===== config.mk =====
export PLATFORM = sky130hd
export DESIGN_NAME = pipelined_decode_unit
export DESIGN_NICKNAME = d
export VERILOG_FILES = /design/src/rtl/decode_pkg.sv /design/src/rtl/decode_regfile.sv /design/src/rtl/pipelined_decode_unit.sv
export SDC_FILE = /design/constraint.sdc
export NUM_CORES = 1
export LEC_CHECK = 0
export ABC_CLOCK_PERIOD_IN_PS = 3200
export CAP_MARGIN = 15
export CELL_PAD_IN_SITES_DETAIL_PLACEMENT = 0
export CELL_PAD_IN_SITES_GLOBAL_PLACEMENT = 1
export CORE_MARGIN = 3
export CORE_UTILIZATION = 45
export CTS_CLUSTER_DIAMETER = 200
export DETAILED_ROUTE_END_ITERATION = 10
export PLACE_DENSITY_LB_ADDON = 0.15
export RECOVER_POWER = 50
export SKIP_LAST_GASP = 1
export SLEW_MARGIN = 20
export SYNTH_ARGS = -nofsm -noshare
export SYNTH_HDL_FRONTEND = slang
export SYNTH_SLANG_ARGS = --single-unit

===== constraint.sdc =====
create_clock -name clk -period 3.2 [get_ports clk]
set_input_delay 0.48 -clock clk [delete_from_list [all_inputs] [get_ports clk]]
set_output_delay 0.48 -clock clk [all_outputs]
set_load 0.02 [all_outputs]

===== src/rtl/decode_pkg.sv =====
// Shared definitions for the decode stage: instruction field positions, immediate widths,
// default control-bundle parameters and the bubble control value.
package decode_pkg;

  localparam int unsigned CondHi = 31;
  localparam int unsigned CondLo = 28;
  localparam int unsigned OpHi   = 27;
  localparam int unsigned OpLo   = 24;
  localparam int unsigned RnHi   = 19;
  localparam int unsigned RnLo   = 16;
  localparam int unsigned RdHi   = 15;
  localparam int unsigned RdLo   = 12;
  localparam int unsigned RmHi   = 3;
  localparam int unsigned RmLo   = 0;

  localparam int unsigned BrImmW  = 24;
  localparam int unsigned LsImmW  = 12;
  localparam int unsigned AluImmW = 8;

  localparam int unsigned DefSigW    = 11;
  localparam int unsigned DefLoadBit = 6;

  localparam int unsigned RegIdxW = 4;
  typedef logic [RegIdxW-1:0] reg_idx_t;

  // A bubble carries no control: every signal deasserted.
  localparam logic [DefSigW-1:0] BubbleSig = '0;

endpackage


===== src/rtl/decode_regfile.sv =====
// Decode-stage register file: two asynchronous read ports, one synchronous write port.
// Indices at or above NREGS read as zero and are never written. DECODE_BYPASS_EN adds write-through.
module decode_regfile
  import decode_pkg::*;
#(
  parameter int unsigned DATA_W = 32,
  parameter int unsigned NREGS  = 16
) (
  input  logic              clk_i,
  input  logic              rst_ni,
  input  reg_idx_t          ra_i,
  input  reg_idx_t          rb_i,
  output logic [DATA_W-1:0] da_o,
  output logic [DATA_W-1:0] db_o,
  input  logic              we_i,
  input  reg_idx_t          wa_i,
  input  logic [DATA_W-1:0] wd_i
);

  logic [DATA_W-1:0] rf_q [NREGS];
  logic [DATA_W-1:0] rf_d [NREGS];

  // Out-of-range indices match no entry, so writes drop and reads fall through to zero.
  always_comb begin
    rf_d = rf_q;
    for (int unsigned i = 0; i < NREGS; i++) begin
      if (we_i && (wa_i == i[RegIdxW-1:0])) begin
        rf_d[i] = wd_i;
      end
    end
  end

  always_comb begin
    da_o = '0;
    db_o = '0;
    for (int unsigned i = 0; i < NREGS; i++) begin
`ifdef DECODE_BYPASS_EN
      if (ra_i == i[RegIdxW-1:0]) begin
        da_o = (we_i && (wa_i == ra_i)) ? wd_i : rf_q[i];
      end
      if (rb_i == i[RegIdxW-1:0]) begin
        db_o = (we_i && (wa_i == rb_i)) ? wd_i : rf_q[i];
      end
`else
      if (ra_i == i[RegIdxW-1:0]) begin
        da_o = rf_q[i];
      end
      if (rb_i == i[RegIdxW-1:0]) begin
        db_o = rf_q[i];
      end
`endif
    end
  end

  always_ff @(posedge clk_i or negedge rst_ni) begin
    if (!rst_ni) begin
      for (int unsigned i = 0; i < NREGS; i++) begin
        rf_q[i] <= '0;
      end
    end else begin
      rf_q <= rf_d;
    end
  end

endmodule


===== src/rtl/pipelined_decode_unit.sv =====
// Decode stage: splits the instruction, reads operands, builds immediates and latches them
// behind a valid/ready handshake with one-bubble load-use stalls. DECODE_BYPASS_EN: write-through.
module pipelined_decode_unit
  import decode_pkg::*;
#(
  parameter int unsigned DATA_W   = 32,
  parameter int unsigned NREGS    = 16,
  parameter int unsigned SIG_W    = DefSigW,
  parameter int unsigned LOAD_BIT = DefLoadBit
) (
  input  logic               clk,
  input  logic               reset,
  input  logic               in_valid,
  output logic               in_ready,
  input  logic [31:0]        instruction,
  input  logic [31:0]        pc_in,
  input  logic [SIG_W-1:0]   ctrl_in,
  input  logic               flush,
  input  logic               wb_en,
  input  logic [RegIdxW-1:0] wb_rd,
  input  logic [DATA_W-1:0]  wb_data,
  output logic               out_valid,
  input  logic               out_ready,
  output logic [DATA_W-1:0]  pc_out,
  output logic [DATA_W-1:0]  dataA_out,
  output logic [DATA_W-1:0]  dataB_out,
  output logic [DATA_W-1:0]  br_se_out,
  output logic [DATA_W-1:0]  ls_se_out,
  output logic [DATA_W-1:0]  alu_se_out,
  output logic [3:0]         rd_out,
  output logic [3:0]         rn_out,
  output logic [3:0]         rm_out,
  output logic [3:0]         br_cond,
  output logic [SIG_W-1:0]   signals_out,
  output logic               hazard_stall
);

  typedef struct packed {
    logic [DATA_W-1:0] pc;
    logic [DATA_W-1:0] data_a;
    logic [DATA_W-1:0] data_b;
    logic [DATA_W-1:0] br_se;
    logic [DATA_W-1:0] ls_se;
    logic [DATA_W-1:0] alu_se;
    reg_idx_t          rd;
    reg_idx_t          rn;
    reg_idx_t          rm;
    logic [3:0]        cond;
    logic [SIG_W-1:0]  sig;
  } latch_t;

  reg_idx_t          rn, rd, rm;
  logic [3:0]        cond;
  logic [BrImmW-1:0] imm;
  logic              unused_op;

  assign cond      = instruction[CondHi:CondLo];
  assign rn        = instruction[RnHi:RnLo];
  assign rd        = instruction[RdHi:RdLo];
  assign rm        = instruction[RmHi:RmLo];
  assign imm       = instruction[BrImmW-1:0];
  assign unused_op = ^instruction[OpHi:OpLo];

  logic [DATA_W-1:0] rf_a, rf_b;

  decode_regfile #(
    .DATA_W(DATA_W),
    .NREGS (NREGS)
  ) u_regfile (
    .clk_i (clk),
    .rst_ni(reset),
    .ra_i  (rn),
    .rb_i  (rm),
    .da_o  (rf_a),
    .db_o  (rf_b),
    .we_i  (wb_en),
    .wa_i  (wb_rd),
    .wd_i  (wb_data)
  );

  logic   valid_q, valid_d;
  latch_t lat_q, lat_d, lat_in;
  logic   hazard, accept;

  // Load in the latch whose destination feeds the waiting instruction.
  assign hazard   = valid_q && lat_q.sig[LOAD_BIT] && in_valid &&
                    ((lat_q.rd == rn) || (lat_q.rd == rm));
  assign in_ready = (!valid_q || out_ready) && !hazard;
  assign accept   = in_valid && in_ready;

  always_comb begin
    lat_in.pc     = DATA_W'(pc_in);
    lat_in.data_a = rf_a;
    lat_in.data_b = rf_b;
    lat_in.br_se  = DATA_W'($signed(imm)) << 2;
    lat_in.ls_se  = DATA_W'(imm[LsImmW-1:0]);
    lat_in.alu_se = DATA_W'(imm[AluImmW-1:0]);
    lat_in.rd     = rd;
    lat_in.rn     = rn;
    lat_in.rm     = rm;
    lat_in.cond   = cond;
    lat_in.sig    = ctrl_in;
  end

  always_comb begin
    valid_d = valid_q;
    lat_d   = lat_q;
    if (flush) begin
      valid_d = 1'b0;
    end else if (hazard && out_ready) begin
      valid_d   = 1'b0;
      lat_d.sig = SIG_W'(BubbleSig);
    end else if (accept) begin
      valid_d = 1'b1;
      lat_d   = lat_in;
    end else if (out_ready) begin
      valid_d = 1'b0;
    end
  end

  always_ff @(posedge clk or negedge reset) begin
    if (!reset) begin
      valid_q <= 1'b0;
      lat_q   <= '0;
    end else begin
      valid_q <= valid_d;
      lat_q   <= lat_d;
    end
  end

  assign out_valid    = valid_q;
  assign pc_out       = lat_q.pc;
  assign dataA_out    = lat_q.data_a;
  assign dataB_out    = lat_q.data_b;
  assign br_se_out    = lat_q.br_se;
  assign ls_se_out    = lat_q.ls_se;
  assign alu_se_out   = lat_q.alu_se;
  assign rd_out       = lat_q.rd;
  assign rn_out       = lat_q.rn;
  assign rm_out       = lat_q.rm;
  assign br_cond      = lat_q.cond;
  assign signals_out  = lat_q.sig;
  assign hazard_stall = hazard;

endmodule

==> flow_summary.toml, run 1 <==
[status]
status = "finished, violations left"
violations = "capacitance limit, slew limit"

[pwr]
pwr-share-comb_pct = 23.7
p_seq_share_pct = 42.8
p_total_mw = 27.0
switching_share_pct = 31.0
clkPwrFrac_pct = 33.4
leakage_nw = 17.8
max-vdd-ir-drop_uv = 394
p_per_area_nw_per_um2 = 647
p_sw_mw = 8.36
intPower_mw = 18.6

[layout]
area_growth_pct = 20.7
final_cells = 4559
most-common-layout-cells = "647 x dfrtp_1, 532 x mux2_2, 346 x nand2_1"
layout_commonest_cell = "dfrtp_1"
drive_gt1_share_pct = 27.3
fin_nets = 3595

[worst_setup_path]
cp_num_buf_inv = 2
crit_path_max_incr_delay_ns = 0.49
cp_slowest_cell = "dfrtp_2"
required_ns = 2.72
critPathTopFamily = "simple AND/OR/NAND/NOR gates"
crit_path_start_kind = "flop"
crit_chain = "xor2_1 > nor4_2 > buf_4 > o2111ai_2 > and2_1 > dlygate4sd2_1"
path_class = "flop to output pin"
cp_data_arrival_time_ns = 2.51
crit_path_end_kind = "output pin"
cp_max_fo = 5

[placement]
dp_hpwl_um = 91200
place_congestion = 0.928
portBuffers = 288
post-place-cells = 4419

[timing]
hold_viol_final = 0
slew_violations = 272
fin_tns_setup_ns = 0
slew_headroom_pct = -44.1
worstMarginPinSlew_ns = 2.16
setup_viol = 0
skew_ns = 0.0213
fmax_ghz = 0.334
period_share_pct = 93.6
rsz0062_at_grt = "false"
final.min_clock_period_ns = 2.99

[routing]
first_iter_violations = 3843
avgRoutedWirePerCell_um = 31.3
drc = 0
drt_pass1_iterations = 7
vias_per_cell = 6.46
ant_nets = 0
vias = 29500
wl_um = 143000

[yosys]
synth.mux.area_fraction_pct = 23.7
synth-xor-area-share_pct = 0.203
synth_area_per_cell_um2 = 10.7
yosys_warnings = 0
synthAdderAreaFrac_pct = 0
synth-edff-count = 0
yosys-top-cells-area = "dfrtp_1 47%, mux2_2 17%, nand2_1 3.8%"
synth_top_family_by_area = "multiplexers"
yosysTopAreaCell = "dfrtp_1"
yosys.area_share.simple_pct = 9.02
seq_area_frac_synth_pct = 47.0
synth_cells = 3210
synth_top_area_share_pct = 47.0
async_reset_ff_share_pct = 100
synth-seq-cells = 648
ys_types = 71
synth_compound_area_share_pct = 14.2
synthFlopType = "dfrtp_1"
synth_area_um2 = 34500

[global_route]
grt_pass1_vias = 29000
grt_max_degree = 84
gr-total-overflow = 0
grtUsageTotal_pct = 35.3
antenna_found_initial = 10
grt_pass1_wl_um = 205000

[flow_run]
cap_violations = 7

[clock_tree]
cts_setup_buffers = 0
clk_pin_slew_ns = 0.06
clockBufferDepth = 3
cts_sinks = 648
clockRootBuffer = "clkbuf_16"
numCtsBuffers = 76
cts_tree = "built"
clk_latency_ns = 0.63
cts-htree-levels = 3

[min_path]
hold_path_class = "input port to flop"

[floorplanning]
ioPinCount = 339
die_x_um = 283
coreArea_um2 = 75200
row_count = 100
die-area_um2 = 80000
die_y_um = 283
initial_core_util_pct = 45.9
-- power groups by stage --
stage	Sequential, mW	Clock (mW)	Combinational, mW
6_report	11.5	9.01	6.40
5_1_grt	11.7	9.45	6.86
3_5_place_dp	11.6	0	6.33
2_1_floorplan	11.5	0	3.74
4_1_cts	11.5	9.11	6.37
3_3_place_gp	11.5	0	6.22
-- area by class of cell --
class | instances | area [um2]
Fill cell | 6526 | 33600
Tap cell | 1020 | 1280
Timing Repair Buffer | 511 | 4930
Clock inverter | 28 | 313
Multi-Input combinational cell | 2218 | 16500
Inverter | 23 | 86.3
Antenna cell | 3 | 7.51
Sequential cell | 648 | 16200
Clock buffer | 108 | 2270
-- cell families after synthesis --
family,after synthesis
AOI/OAI and AO/OA,757
xor gates and xnor gates,8
buffers and inverters,389
DFF,648
muxes,686
other,1
and+or+nand+nor,721
-- state kept, by name (all words and copies together), names as in the netlist --
register / cells
rd_out: 3
rn_out: 3
ls_se_out: 4
out_valid: 1
pc_out: 32
br_se_out: 7
dataA_out: 32
signals_out: 11
br_cond: 4
u_regfile.rf_q: 512
rm_out: 3
alu_se_out: 4
dataB_out: 32
-- per-layer routing --
layer | GRT usage (%) | share of wire (%) | vias up | wire length (um)
li1 | - | - | 12100 | -
met1 | 48.8 | 40 | 14900 | 57500
met2 | 52.1 | 43 | 1921 | 61300
met3 | 8.33 | 11 | 445 | 15800
met4 | 17.6 | 5.5 | 6 | 7910
met5 | 0 | 0.025 | - | 35
-- worst min-delay path, stage by stage --
cell             delay, ns
clkdlybuf4s50_1       0.40
nand2_1               0.06
nand2_1               0.04
-- cells in the mapped netlist (20+ instances only) --
cell type,n
clkbuf_1,124
o31ai_1,30
a211oi_1,24
o2111ai_1,20
o21ai_0,190
buf_4,111
a221oi_1,22
buf_1,29
a21oi_1,177
a22oi_1,28
o22ai_1,60
nor2_1,184
buf_2,97
o211ai_1,28
nor3_1,27
mux2_2,532
nand2b_1,38
o221ai_1,32
dfrtp_1,648
mux4_2,50
nand2_1,347
a31oi_1,23
mux2i_1,96
nand3_1,50
-- worst paths after layout --
path                                  from             endpoint  slack, ns  cells past startpoint
max                          br_se_out[17]             in_ready       0.21                      6
min                        instruction[20]        br_se_out[22]       0.39                      3
max reg2reg                      rd_out[1]        dataA_out[10]       0.44                      8
min reg2reg                 signals_out[7]       signals_out[7]       0.47                      2
max in group asynchronous            reset  u_regfile.rf_q[296]       0.39                      3
min in group asynchronous            reset        dataB_out[23]       1.04                      2
-- metrics by stage --
stage	hold slack (ns)	setup WS [ns]	area (um2)	util, %
3_5_place_dp	0.462	0.170	39200	52.1
2_1_floorplan	0.184	0.996	34600	-
3_3_place_gp	0.450	0.154	39200	52.1
4_1_cts	0.364	0.111	41800	55.6
6_report	0.389	0.205	41600	55.4
5_1_grt	0.389	0.0735	41600	55.3
-- repair_timing --
item | 4_1_cts | 5_1_grt
hold endpoints to repair | 55 | 0
gates resized for setup | 5 | 0
setup endpoints to repair | 2 | 0
hold buffers | 1 | 0
(Power assumes the default switching activity.)
==> run 2: changes to the inputs <==
--- a/config.mk
+++ b/config.mk
@@ -13,6 +13,7 @@
 export CORE_UTILIZATION = 45
 export CTS_CLUSTER_DIAMETER = 200
 export DETAILED_ROUTE_END_ITERATION = 10
+export GPL_ROUTABILITY_DRIVEN = 0
 export PLACE_DENSITY_LB_ADDON = 0.15
 export RECOVER_POWER = 50
 export SKIP_LAST_GASP = 1
==> flow_summary.toml, run 2 (synthesis gave the netlist of run 1 again) <==
[timing]
skew_ns = 0.0195
worstMarginPinSlew_ns = 2.16
setup_ws_ns = 0.214
hold_viol_final = 0
slew_violations = 312
setup_viol = 0
period_share_pct = 93.3
final.min_clock_period_ns = 2.99
hold_ws_ns = 0.383
fmax_ghz = 0.335
rsz0062_at_grt = "false"
fin_tns_setup_ns = 0
slew_headroom_pct = -43.8

[layout]
most-common-layout-cells = "644 x dfrtp_1, 532 x mux2_2, 346 x nand2_1"
area_growth_pct = 20.3
top_register = "u_regfile.rf_q"
fin_nets = 3589
largest_reg_flops = 512
final_cells = 4550
drive_gt1_share_pct = 27.0
layout_commonest_cell = "dfrtp_1"
fill_cells = 6533

[placement]
pre_cts_slack_ns = 0.197
dp_hpwl_um = 89900
post-place-cells = 4415
portBuffers = 288

[routing]
wl_um = 141000
avgRoutedWirePerCell_um = 30.9
drt_pass1_iterations = 8
first_iter_violations = 3441
vias_per_cell = 6.46
drc = 0
ant_nets = 0
vias = 29400

[pwr]
max-vdd-ir-drop_uv = 410
p_per_area_nw_per_um2 = 642
leakage_nw = 17.7

[floorplanning]
coreArea_um2 = 75200
ioPinCount = 339
die_y_um = 283
row_count = 100
die-area_um2 = 80000
initial_core_util_pct = 45.9
die_x_um = 283

[flow_run]
cap_violations = 8

[global_route]
grt_max_degree = 92
grtUsageTotal_pct = 34.6
gr-usage-met2_pct = 51.5
grt_pass1_wl_um = 202000
grt_use_met3_pct = 8.43
top_usage_layer = "met2"
use_met1_pct = 46.9
antenna_found_initial = 6
grt_pass1_vias = 29100
gr-total-overflow = 0

[worst_setup_path]
cp_data_arrival_time_ns = 2.51
cp_num_buf_inv = 2
reg2reg_from = "rd_out[1]"
critPathTopFamily = "simple AND/OR/NAND/NOR gates"
crit_start = "rd_out[2]"
crit_path_end_kind = "output pin"
crit_path_max_incr_delay_ns = 0.47
cp_slowest_cell = "dfrtp_2"
cp_max_fo = 5
crit_chain = "xor2_1 > nor4_2 > buf_4 > o2111ai_2 > and2_1 > dlygate4sd2_1"
crit_path_start_kind = "flop"
path_class = "flop to output pin"
required_ns = 2.72

[status]
status = "finished, violations left"
violations = "capacitance limit, slew limit"

[clock_tree]
cts-htree-levels = 3
clockBufferDepth = 3
cts_tree = "built"
numCtsBuffers = 74
cts_setup_buffers = 0
clk_latency_ns = 0.63
cts_sinks = 648
clockRootBuffer = "clkbuf_16"
clk_pin_slew_ns = 0.06

[min_path]
min_from = "pc_in[28]"
hold_path_class = "input port to flop"
[run 2: cell count changes in the layout (fill, tap and decap cells not counted), moves of 4 or more]
cell | before | now
clkbuf_2 | 7 | 14
clkinvlp_4 | 4 | 0
clkinv_2 | 13 | 7
clkbuf_4 | 5 | 1
[run 2: final timing paths]
kind | to | depth (start not counted) | slack [ns]
setup / recovery | in_ready | 6 | 0.21
hold / removal | pc_out[28] | 3 | 0.38
hold reg to reg | dataB_out[4] | 2 | 0.47
min in group asynchronous | u_regfile.rf_q[491] | 2 | 1.02
max in group asynchronous | u_regfile.rf_q[451] | 3 | 0.55
setup reg to reg | dataA_out[5] | 8 | 0.51
[run 2: report_power, final]
part | internal (mW) | switching, mW | total [mW]
Combinational | 3.22 | 3.17 | 6.39
Sequential | 10.0 | 1.52 | 11.5
Clock | 5.19 | 3.51 | 8.70
[run 2: area by class of cell]
class	instances	area, um2	area share (%)
inverters	23	86.3	0.208
flip-flops and latches	648	16200	39.1
diodes	6	15.0	0.0362
multi-input cells	2218	16500	39.8
repair buffers	507	4910	11.8
clock inverters	15	211	0.510
well taps	1020	1280	3.08
clock buffers	113	2230	5.38
[run 2: per-layer routing]
layer	routed length [um]	part of all wire, %	up-vias
li1	-	-	12100
met1	56300	40	14900
met2	60400	43	1980
met3	15600	11	450
met4	8280	5.9	2
met5	11	0.0078	-
[run 2: worst min-delay path: stages]
cell             delay [ns]
clkdlybuf4s50_1        0.39
nand2_1                0.05
nand2_1                0.04
[run 2: repair_timing]
| action | 4_1_cts | 5_1_grt |
|---|---|---|
| hold buffers | 1 | 0 |
| hold endpoints to repair | 57 | 0 |
| resized for setup | 8 | 0 |
| endpoints found under the setup margin | 2 | 0 |
[run 2: per-stage QoR]
step	area (um2)	power [mW]	utilization (%)
4_1_cts	41600	26.6	55.4
3_3_place_gp	39200	17.7	52.1
3_5_place_dp	39200	17.9	52.1
5_1_grt	41500	27.7	55.1
6_report	41500	26.6	55.2
2_1_floorplan	34600	15.2	-
